File: src/rtl/gat_pkg.sv
// rtl/gat_pkg.sv - shared GAT loader types, depth defaults and helpers
package gat_pkg;

    localparam int GAT_TOP_WIDTH         = 32;
    localparam int GAT_H_DATA_DEPTH      = 242101;
    localparam int GAT_NODE_INFO_DEPTH   = 13264;
    localparam int GAT_WEIGHT_DEPTH      = 22928;
    localparam int GAT_NEW_FEATURE_DEPTH = 43328;

    typedef enum logic [2:0] {
        ST_IDLE,
        ST_LOAD_H,
        ST_LOAD_NI,
        ST_LOAD_W,
        ST_WAIT_GAT,
        ST_READ
    } ld_state_e;

    typedef enum logic [1:0] {
        RD_IDLE,
        RD_ADDR,
        RD_CAP,
        RD_OUT
    } rd_state_e;

    typedef enum logic [1:0] {
        REG_NONE,
        REG_H,
        REG_NI,
        REG_W
    } region_e;

    function automatic int max3(input int a, input int b, input int c);
        int m;
        m = (a > b) ? a : b;
        return (m > c) ? m : c;
    endfunction

endpackage

File: src/rtl/gat_host_loader_if.sv
// rtl/gat_host_loader_if.sv - word stream bundle used for host load and feature readback
interface gat_host_loader_if #(
    parameter int W = 32
);
    logic [W-1:0] tdata;
    logic         tvalid;
    logic         tready;
    logic         tlast;

    modport master (output tdata, output tvalid, output tlast, input tready);
    modport slave  (input tdata, input tvalid, input tlast, output tready);
endinterface

File: src/rtl/gat_feat_reader.sv
// rtl/gat_feat_reader.sv - walks the feature BRAM and streams one word per 3 cycles
module gat_feat_reader
    import gat_pkg::*;
#(
    parameter int TOP_WIDTH = GAT_TOP_WIDTH,
    parameter int DEPTH     = GAT_NEW_FEATURE_DEPTH,
    localparam int AW       = $clog2(DEPTH) + 2,
    localparam int IW       = $clog2(DEPTH)
)(
    input  logic                 clk,
    input  logic                 rst_n,
    input  logic                 start_i,
    output logic                 done_o,
    output logic [AW-1:0]        addrb_o,
    input  logic [TOP_WIDTH-1:0] dout_i,
    gat_host_loader_if.master    m_if
);

    rd_state_e            state_q;
    logic [IW-1:0]        idx_q;
    logic [IW-1:0]        idx_nxt;
    logic [AW-1:0]        addrb_q;
    logic [TOP_WIDTH-1:0] data_q;
    logic                 valid_q;
    logic                 last_q;
    logic                 done_q;

    assign idx_nxt     = idx_q + 1'b1;
    assign addrb_o     = addrb_q;
    assign done_o      = done_q;
    assign m_if.tdata  = data_q;
    assign m_if.tvalid = valid_q;
    assign m_if.tlast  = last_q;

    always_ff @(posedge clk or negedge rst_n) begin
        if (!rst_n) begin
            state_q <= RD_IDLE;
            idx_q   <= '0;
            addrb_q <= '0;
            data_q  <= '0;
            valid_q <= 1'b0;
            last_q  <= 1'b0;
            done_q  <= 1'b0;
        end else begin
            done_q <= 1'b0;
            case (state_q)
                RD_IDLE: if (start_i) begin
                    idx_q   <= '0;
                    addrb_q <= '0;
                    state_q <= RD_ADDR;
                end
                // BRAM samples addrb here; dout is valid during RD_CAP
                RD_ADDR: state_q <= RD_CAP;
                RD_CAP: begin
                    data_q  <= dout_i;
                    valid_q <= 1'b1;
                    last_q  <= (idx_q == IW'(DEPTH - 1));
                    state_q <= RD_OUT;
                end
                RD_OUT: if (m_if.tready) begin
                    valid_q <= 1'b0;
                    last_q  <= 1'b0;
                    if (last_q) begin
                        done_q  <= 1'b1;
                        state_q <= RD_IDLE;
                    end else begin
                        idx_q   <= idx_nxt;
                        addrb_q <= {idx_nxt[AW-3:0], 2'b00};
                        state_q <= RD_ADDR;
                    end
                end
                default: state_q <= RD_IDLE;
            endcase
        end
    end

endmodule

File: src/rtl/gat_host_loader.sv
// rtl/gat_host_loader.sv - streams host words into three BRAM regions, then reads features back
module gat_host_loader
    import gat_pkg::*;
#(
    parameter int TOP_WIDTH         = GAT_TOP_WIDTH,
    parameter int H_DATA_DEPTH      = GAT_H_DATA_DEPTH,
    parameter int NODE_INFO_DEPTH   = GAT_NODE_INFO_DEPTH,
    parameter int WEIGHT_DEPTH      = GAT_WEIGHT_DEPTH,
    parameter int NEW_FEATURE_DEPTH = GAT_NEW_FEATURE_DEPTH,
    localparam int H_AW  = $clog2(H_DATA_DEPTH) + 2,
    localparam int NI_AW = $clog2(NODE_INFO_DEPTH) + 2,
    localparam int W_AW  = $clog2(WEIGHT_DEPTH) + 2,
    localparam int F_AW  = $clog2(NEW_FEATURE_DEPTH) + 2
)(
    input  logic                 clk,
    input  logic                 rst_n,
    input  logic                 start,
    gat_host_loader_if.slave     s_if,
    output logic [TOP_WIDTH-1:0] h_data_bram_din,
    output logic                 h_data_bram_ena,
    output logic                 h_data_bram_wea,
    output logic [H_AW-1:0]      h_data_bram_addra,
    output logic [TOP_WIDTH-1:0] h_node_info_bram_din,
    output logic                 h_node_info_bram_ena,
    output logic                 h_node_info_bram_wea,
    output logic [NI_AW-1:0]     h_node_info_bram_addra,
    output logic [TOP_WIDTH-1:0] wgt_bram_din,
    output logic                 wgt_bram_ena,
    output logic                 wgt_bram_wea,
    output logic [W_AW-1:0]      wgt_bram_addra,
    output logic                 h_data_bram_load_done,
    output logic                 h_node_info_bram_load_done,
    output logic                 wgt_bram_load_done,
    input  logic                 gat_ready,
    output logic [F_AW-1:0]      feat_bram_addrb,
    input  logic [TOP_WIDTH-1:0] feat_bram_dout,
    gat_host_loader_if.master    m_if,
    output logic                 busy,
    output logic                 done
);

    localparam int IW = $clog2(max3(H_DATA_DEPTH, NODE_INFO_DEPTH, WEIGHT_DEPTH));

    ld_state_e            state_q;
    region_e              wr_region;
    logic [IW-1:0]        idx_q;
    logic [IW-1:0]        depth_m1;
    logic [IW-1:0]        wr_idx_q;
    logic [TOP_WIDTH-1:0] wr_din_q;
    logic                 h_ena_q, ni_ena_q, w_ena_q;
    logic                 h_done_q, ni_done_q, w_done_q;
    logic                 rd_start_q;
    logic                 rd_done;
    logic                 hs;
    logic                 unused_tlast;

    always_comb begin
        wr_region = REG_NONE;
        depth_m1  = '0;
        case (state_q)
            ST_LOAD_H:  begin wr_region = REG_H;  depth_m1 = IW'(H_DATA_DEPTH - 1);    end
            ST_LOAD_NI: begin wr_region = REG_NI; depth_m1 = IW'(NODE_INFO_DEPTH - 1); end
            ST_LOAD_W:  begin wr_region = REG_W;  depth_m1 = IW'(WEIGHT_DEPTH - 1);    end
            default:    ;
        endcase
    end

    assign s_if.tready  = (wr_region != REG_NONE);
    assign hs           = s_if.tvalid && s_if.tready;
    assign unused_tlast = s_if.tlast;

    // One shared din/index register; only the strobed region's ena qualifies it
    assign h_data_bram_din        = wr_din_q;
    assign h_data_bram_ena        = h_ena_q;
    assign h_data_bram_wea        = h_ena_q;
    assign h_data_bram_addra      = {wr_idx_q[H_AW-3:0], 2'b00};
    assign h_node_info_bram_din   = wr_din_q;
    assign h_node_info_bram_ena   = ni_ena_q;
    assign h_node_info_bram_wea   = ni_ena_q;
    assign h_node_info_bram_addra = {wr_idx_q[NI_AW-3:0], 2'b00};
    assign wgt_bram_din           = wr_din_q;
    assign wgt_bram_ena           = w_ena_q;
    assign wgt_bram_wea           = w_ena_q;
    assign wgt_bram_addra         = {wr_idx_q[W_AW-3:0], 2'b00};

    assign h_data_bram_load_done      = h_done_q;
    assign h_node_info_bram_load_done = ni_done_q;
    assign wgt_bram_load_done         = w_done_q;
    assign busy                       = (state_q != ST_IDLE);
    assign done                       = rd_done;

    always_ff @(posedge clk or negedge rst_n) begin
        if (!rst_n) begin
            state_q    <= ST_IDLE;
            idx_q      <= '0;
            wr_idx_q   <= '0;
            wr_din_q   <= '0;
            h_ena_q    <= 1'b0;
            ni_ena_q   <= 1'b0;
            w_ena_q    <= 1'b0;
            h_done_q   <= 1'b0;
            ni_done_q  <= 1'b0;
            w_done_q   <= 1'b0;
            rd_start_q <= 1'b0;
        end else begin
            h_ena_q    <= hs && (wr_region == REG_H);
            ni_ena_q   <= hs && (wr_region == REG_NI);
            w_ena_q    <= hs && (wr_region == REG_W);
            rd_start_q <= 1'b0;
            // A strobe seen after the FSM left that region's state was its final word
            if (h_ena_q  && state_q != ST_LOAD_H)  h_done_q  <= 1'b1;
            if (ni_ena_q && state_q != ST_LOAD_NI) ni_done_q <= 1'b1;
            if (w_ena_q  && state_q != ST_LOAD_W)  w_done_q  <= 1'b1;
            if (hs) begin
                wr_din_q <= s_if.tdata;
                wr_idx_q <= idx_q;
            end
            case (state_q)
                ST_IDLE: if (start) begin
                    idx_q     <= '0;
                    h_done_q  <= 1'b0;
                    ni_done_q <= 1'b0;
                    w_done_q  <= 1'b0;
                    state_q   <= ST_LOAD_H;
                end
                ST_LOAD_H, ST_LOAD_NI, ST_LOAD_W: if (hs) begin
                    if (idx_q == depth_m1) begin
                        idx_q   <= '0;
                        state_q <= (state_q == ST_LOAD_H)  ? ST_LOAD_NI :
                                   (state_q == ST_LOAD_NI) ? ST_LOAD_W  : ST_WAIT_GAT;
                    end else begin
                        idx_q <= idx_q + 1'b1;
                    end
                end
                ST_WAIT_GAT: if (gat_ready) begin
                    rd_start_q <= 1'b1;
                    state_q    <= ST_READ;
                end
                ST_READ: if (rd_done) state_q <= ST_IDLE;
                default: state_q <= ST_IDLE;
            endcase
        end
    end

    gat_feat_reader #(
        .TOP_WIDTH (TOP_WIDTH),
        .DEPTH     (NEW_FEATURE_DEPTH)
    ) u_reader (
        .clk     (clk),
        .rst_n   (rst_n),
        .start_i (rd_start_q),
        .done_o  (rd_done),
        .addrb_o (feat_bram_addrb),
        .dout_i  (feat_bram_dout),
        .m_if    (m_if)
    );

endmodule
File: src/flat_wrapper.sv
// flat-port wrapper written by rule: the top's interface ports become plain ports
module gat_host_loader_flat import gat_pkg::*;
#(
    parameter int TOP_WIDTH         = GAT_TOP_WIDTH,
    parameter int H_DATA_DEPTH      = GAT_H_DATA_DEPTH,
    parameter int NODE_INFO_DEPTH   = GAT_NODE_INFO_DEPTH,
    parameter int WEIGHT_DEPTH      = GAT_WEIGHT_DEPTH,
    parameter int NEW_FEATURE_DEPTH = GAT_NEW_FEATURE_DEPTH,
    localparam int H_AW  = $clog2(H_DATA_DEPTH) + 2,
    localparam int NI_AW = $clog2(NODE_INFO_DEPTH) + 2,
    localparam int W_AW  = $clog2(WEIGHT_DEPTH) + 2,
    localparam int F_AW  = $clog2(NEW_FEATURE_DEPTH) + 2
)
  (clk, rst_n, start, h_data_bram_din, h_data_bram_ena, h_data_bram_wea, h_data_bram_addra, h_node_info_bram_din, h_node_info_bram_ena, h_node_info_bram_wea, h_node_info_bram_addra, wgt_bram_din, wgt_bram_ena, wgt_bram_wea, wgt_bram_addra, h_data_bram_load_done, h_node_info_bram_load_done, wgt_bram_load_done, gat_ready, feat_bram_addrb, feat_bram_dout, busy, done, s_if_tdata, s_if_tvalid, s_if_tlast, s_if_tready, m_if_tdata, m_if_tvalid, m_if_tlast, m_if_tready);
  gat_host_loader_if s_if_i ();
  gat_host_loader_if m_if_i ();
  input  logic clk;
  input  logic rst_n;
  input  logic start;
  output logic [TOP_WIDTH-1:0] h_data_bram_din;
  output logic h_data_bram_ena;
  output logic h_data_bram_wea;
  output logic [H_AW-1:0] h_data_bram_addra;
  output logic [TOP_WIDTH-1:0] h_node_info_bram_din;
  output logic h_node_info_bram_ena;
  output logic h_node_info_bram_wea;
  output logic [NI_AW-1:0] h_node_info_bram_addra;
  output logic [TOP_WIDTH-1:0] wgt_bram_din;
  output logic wgt_bram_ena;
  output logic wgt_bram_wea;
  output logic [W_AW-1:0] wgt_bram_addra;
  output logic h_data_bram_load_done;
  output logic h_node_info_bram_load_done;
  output logic wgt_bram_load_done;
  input  logic gat_ready;
  output logic [F_AW-1:0] feat_bram_addrb;
  input  logic [TOP_WIDTH-1:0] feat_bram_dout;
  output logic busy;
  output logic done;
  input wire logic [$bits(s_if_i.tdata)-1:0] s_if_tdata;
  input wire logic [$bits(s_if_i.tvalid)-1:0] s_if_tvalid;
  input wire logic [$bits(s_if_i.tlast)-1:0] s_if_tlast;
  output wire logic [$bits(s_if_i.tready)-1:0] s_if_tready;
  output wire logic [$bits(m_if_i.tdata)-1:0] m_if_tdata;
  output wire logic [$bits(m_if_i.tvalid)-1:0] m_if_tvalid;
  output wire logic [$bits(m_if_i.tlast)-1:0] m_if_tlast;
  input wire logic [$bits(m_if_i.tready)-1:0] m_if_tready;
  assign s_if_i.tdata = s_if_tdata;
  assign s_if_i.tvalid = s_if_tvalid;
  assign s_if_i.tlast = s_if_tlast;
  assign s_if_tready = s_if_i.tready;
  assign m_if_tdata = m_if_i.tdata;
  assign m_if_tvalid = m_if_i.tvalid;
  assign m_if_tlast = m_if_i.tlast;
  assign m_if_i.tready = m_if_tready;
  gat_host_loader #(.TOP_WIDTH(TOP_WIDTH), .H_DATA_DEPTH(H_DATA_DEPTH), .NODE_INFO_DEPTH(NODE_INFO_DEPTH), .WEIGHT_DEPTH(WEIGHT_DEPTH), .NEW_FEATURE_DEPTH(NEW_FEATURE_DEPTH)) u_core (.clk(clk), .rst_n(rst_n), .start(start), .s_if(s_if_i), .h_data_bram_din(h_data_bram_din), .h_data_bram_ena(h_data_bram_ena), .h_data_bram_wea(h_data_bram_wea), .h_data_bram_addra(h_data_bram_addra), .h_node_info_bram_din(h_node_info_bram_din), .h_node_info_bram_ena(h_node_info_bram_ena), .h_node_info_bram_wea(h_node_info_bram_wea), .h_node_info_bram_addra(h_node_info_bram_addra), .wgt_bram_din(wgt_bram_din), .wgt_bram_ena(wgt_bram_ena), .wgt_bram_wea(wgt_bram_wea), .wgt_bram_addra(wgt_bram_addra), .h_data_bram_load_done(h_data_bram_load_done), .h_node_info_bram_load_done(h_node_info_bram_load_done), .wgt_bram_load_done(wgt_bram_load_done), .gat_ready(gat_ready), .feat_bram_addrb(feat_bram_addrb), .feat_bram_dout(feat_bram_dout), .m_if(m_if_i), .busy(busy), .done(done));
endmodule
File: config.mk
export PLATFORM = sky130hd
export DESIGN_NAME = gat_host_loader_flat
export DESIGN_NICKNAME = d
export VERILOG_FILES = /design/src/rtl/gat_pkg.sv /design/src/rtl/gat_host_loader_if.sv /design/src/rtl/gat_feat_reader.sv /design/src/rtl/gat_host_loader.sv /design/src/flat_wrapper.sv
export SDC_FILE = /design/constraint.sdc
export NUM_CORES = 1
export LEC_CHECK = 0
export CAP_MARGIN = 20
export CORE_ASPECT_RATIO = 1.4
export CORE_MARGIN = 2
export CORE_UTILIZATION = 35
export CTS_BUF_LIST = sky130_fd_sc_hd__clkbuf_16
export DETAILED_ROUTE_END_ITERATION = 6
export GPL_TIMING_DRIVEN = 0
export PLACE_DENSITY = 0.67
export SLEW_MARGIN = 20
export SYNTH_ARGS = -nofsm -noshare
export SYNTH_HDL_FRONTEND = slang
export SYNTH_SLANG_ARGS = --single-unit
File: constraint.sdc
create_clock -name clk -period 3 [get_ports clk]
set_input_delay 0.6 -clock clk [delete_from_list [all_inputs] [get_ports clk]]
set_output_delay 0.6 -clock clk [all_outputs]
set_load 0.01 [all_outputs]
==> flow_summary.yaml <==
outcome:
  status: "completed"
worst_setup_path:
  cpPeakStageDelay_ns: 0.49
  cp_max_fo: 10
  endpoint_kind: "primary output"
  rr_startpoint: "u_core.state_q[0]"
  cp-start-kind: "flip-flop"
  cp_slowest_cell: "clkdlybuf4s50_1"
  crit_start: "u_core.state_q[0]"
  crit_arrival_ns: 2.17
  worstPathCellList: "buf_2 > clkbuf_1 > or3_1 > clkdlybuf4s50_1"
  path_class: "flip-flop to primary output"
  critPathRequiredTime_ns: 2.40
placement:
  io_buffers: 274
  dp_hpwl_um: 12400
  preCtsSetupSlack_ns: 0.199
  gp_congestion: 0.838
  placed_cell_area_um2: 9680
grt:
  grt_pass1_vias: 5074
  grt_pass1_wl_um: 26400
  grt_max_degree: 92
  grtUsageTotal: 0.167
  overflow: 0
  antenna_found_initial: 0
clock_network:
  clock-root-buffer: "clkbuf_16"
  cts_resized: 0
  postCtsSetupRepairBufs: 0
  cts_hold_buf: 0
  clk_path_buf_depth: 2
  path_clk_slew_ns: 0.06
  h-tree-depth: 4
  clock_latency_ns: 0.42
  cts_tree: "done"
  cts.sinks: 131
  cts_buffers: 17
timing:
  hold-worst-slack_ns: 0.0589
  hold_viol: 0
  fmax_mhz: 361
  fin_skew_ns: 0.00451
  fin_crit_sh: 0.924
  rsz0062_at_grt: "false"
  setup_viol: 0
  finalSetupTns_ns: 0
  fin_crit_ns: 2.77
  maxSlewHeadroom: 0.593
  setup_slack_ns: 0.229
  slew_violations: 0
  tightestPinTransition_ns: 0.610
die:
  die_w_um: 120
  initial_core_util: 0.355
  num_io_pins: 284
  core_um2: 18500
  rows: 59
  die_h_um: 166
  dieArea_um2: 19900
yosys:
  synth_top_cell_area_share: 0.499
  synth_largest_area_cell: "dfrtp_1"
  synth.area.top_cells: "dfrtp_1 (50%), mux2_2 (13%), buf_4 (12%), nor2_1 (2.5%), xor2_1 (2.1%)"
  netlist_top_cells_count: "dfrtp_1 (131), buf_4 (106), mux2_2 (77)"
  ys_ff_latch: 131
  syn_inst: 585
  ys_seq_area_frac: 0.499
  async_reset_ff_frac: 1.00
  post-synth-top-count-cell: "dfrtp_1"
  synth_area_um2: 6570
  syn_area_per_cell_um2: 11.2
  synth_edf_count: 0
  yosys.cell_types.count: 62
  synth_top_flop_cell: "dfrtp_1"
  ys.warnings.count: 0
cells_and_area:
  fin_area_um2: 10300
  drive_above_1_share: 0.257
  nFillCells: 1627
  fin_nets: 963
  seq_area_um2: 3280
  area_growth_pct: 57.3
  antenna-diode-count: 0
  multi_input_area_um2: 2400
pwr:
  powerDensity_nw_per_um2: 548
  post-layout-total-power_w: 0.00567
  power_leakage_nw: 4.60
  ir_drop_mv: 0.300
routing:
  avgViaCountPerCell: 4.52
  wirelength_met1_um: 6370
  wl_met2_um: 8410
  firstDrtPassIters: 4
  route.detailed.drc: 0
  avgRoutedWirePerCell_um: 14.2
  detail_route.iter0.violations: 115
  postRouteAntennaNets: 0
  top_layer_used: "met4"
  num_vias: 5166
  wl_met3_um: 1150
  routed_wl_um: 16300
hold_path:
  min_path_type: "input port to asynchronous set/reset pin"
job:
  drv_cap: 0
[routing by layer]
layer / vias up / global-route usage
li1: 2481 / -
met5: - / 0
met1: 2431 / 0.188
met2: 224 / 0.296
met3: 30 / 0.0488
met4: 0 / 0.0629
[placed cells by master (no fill, tap or decap), types with 4 or more instances in the layout]
cell / synthesis / routed
clkdlybuf4s50_1: 0 / 273
dfrtp_1: 131 / 131
buf_4: 106 / 106
mux2_2: 77 / 77
nor2_1: 44 / 44
nand2_1: 37 / 37
nand3_1: 17 / 17
clkbuf_16: 0 / 17
xor2_1: 16 / 16
clkbuf_1: 13 / 13
xnor2_1: 13 / 13
inv_1: 12 / 12
o21ai_0: 10 / 10
a21oi_1: 10 / 10
and3_1: 8 / 8
conb_1: 1 / 8
nor3_1: 7 / 7
nor2b_1: 6 / 6
ha_1: 6 / 6
bufinv_16: 0 / 6
nand2b_1: 5 / 5
o21ai_1: 5 / 5
nor4_1: 4 / 4
[final timing paths]
path / cells after the start / slack, ns / end
worst max register to register: 8 / 0.60 / u_core.idx_q[12]
min in group clk: 1 / 0.50 / u_core.wr_idx_q[16]
worst min register to register: 1 / 0.50 / u_core.wr_idx_q[16]
max in group asynchronous: 2 / 2.19 / u_core.u_reader.addrb_o[14]
worst min-delay path: 1 / 0.06 / u_core.h_data_bram_din[28]
worst max-delay path: 4 / 0.23 / busy
[power breakdown]
part / total (W) / switching (W) / internal [W]
clock: 0.00232 / 0.000773 / 0.00155
combinational: 0.00130 / 0.000460 / 0.000838
sequential: 0.00204 / 0.000148 / 0.00190
total: 0.00567 / 0.00138 / 0.00429
[flip-flops by register name (all words and copies together), names as in the netlist, 2 cells and up]
| signal | cells |
|---|---|
| u_core.h_data_bram_din | 32 |
| u_core.u_reader.m_if.tdata | 32 |
| u_core.idx_q | 18 |
| u_core.wr_idx_q | 18 |
| u_core.u_reader.addrb_o | 16 |
| u_core.state_q | 3 |
| u_core.u_reader.state_q | 2 |
[critical path, delay by kind of cell, from the launching register on]
family	cells	cell delay (ns)
simple gates	1	0.41
flops	1	0.42
buf+inv	3	0.94
[layout make-up]
cell class | count | area share
flip-flops and latches | 131 | 0.317
repair buffers | 275 | 0.268
multi-input cells | 324 | 0.232
plain buffers | 124 | 0.0846
clock buffers | 17 | 0.0411
well taps | 244 | 0.0295
clock inverters | 14 | 0.0227
inverters | 13 | 0.00472
[cells by family (layout without fill, tap and decap cells)]
group,count (synthesis),count (layout),share of synthesized area
other,1,8,0.000570
XOR/XNOR,29,29,0.0386
AND/OR/NAND/NOR,150,150,0.119
adder cells (fa/ha/maj),6,6,0.0114
flip-flops,131,131,0.499
buffers and inverters,137,443,0.140
multiplexers,81,81,0.138
AO/OA/AOI/OAI,50,50,0.0531
[stage by stage]
| step | util | std cells |
|---|---|---|
| 3_5_place_dp | 0.522 | 1111 |
| 2_1_floorplan | - | 592 |
| 5_1_grt | 0.558 | 1142 |
| 4_1_cts | 0.558 | 1142 |
| 6_report | 0.558 | 1142 |
| 3_3_place_gp | 0.521 | 1110 |
Power figures use the tool's default switching activity.
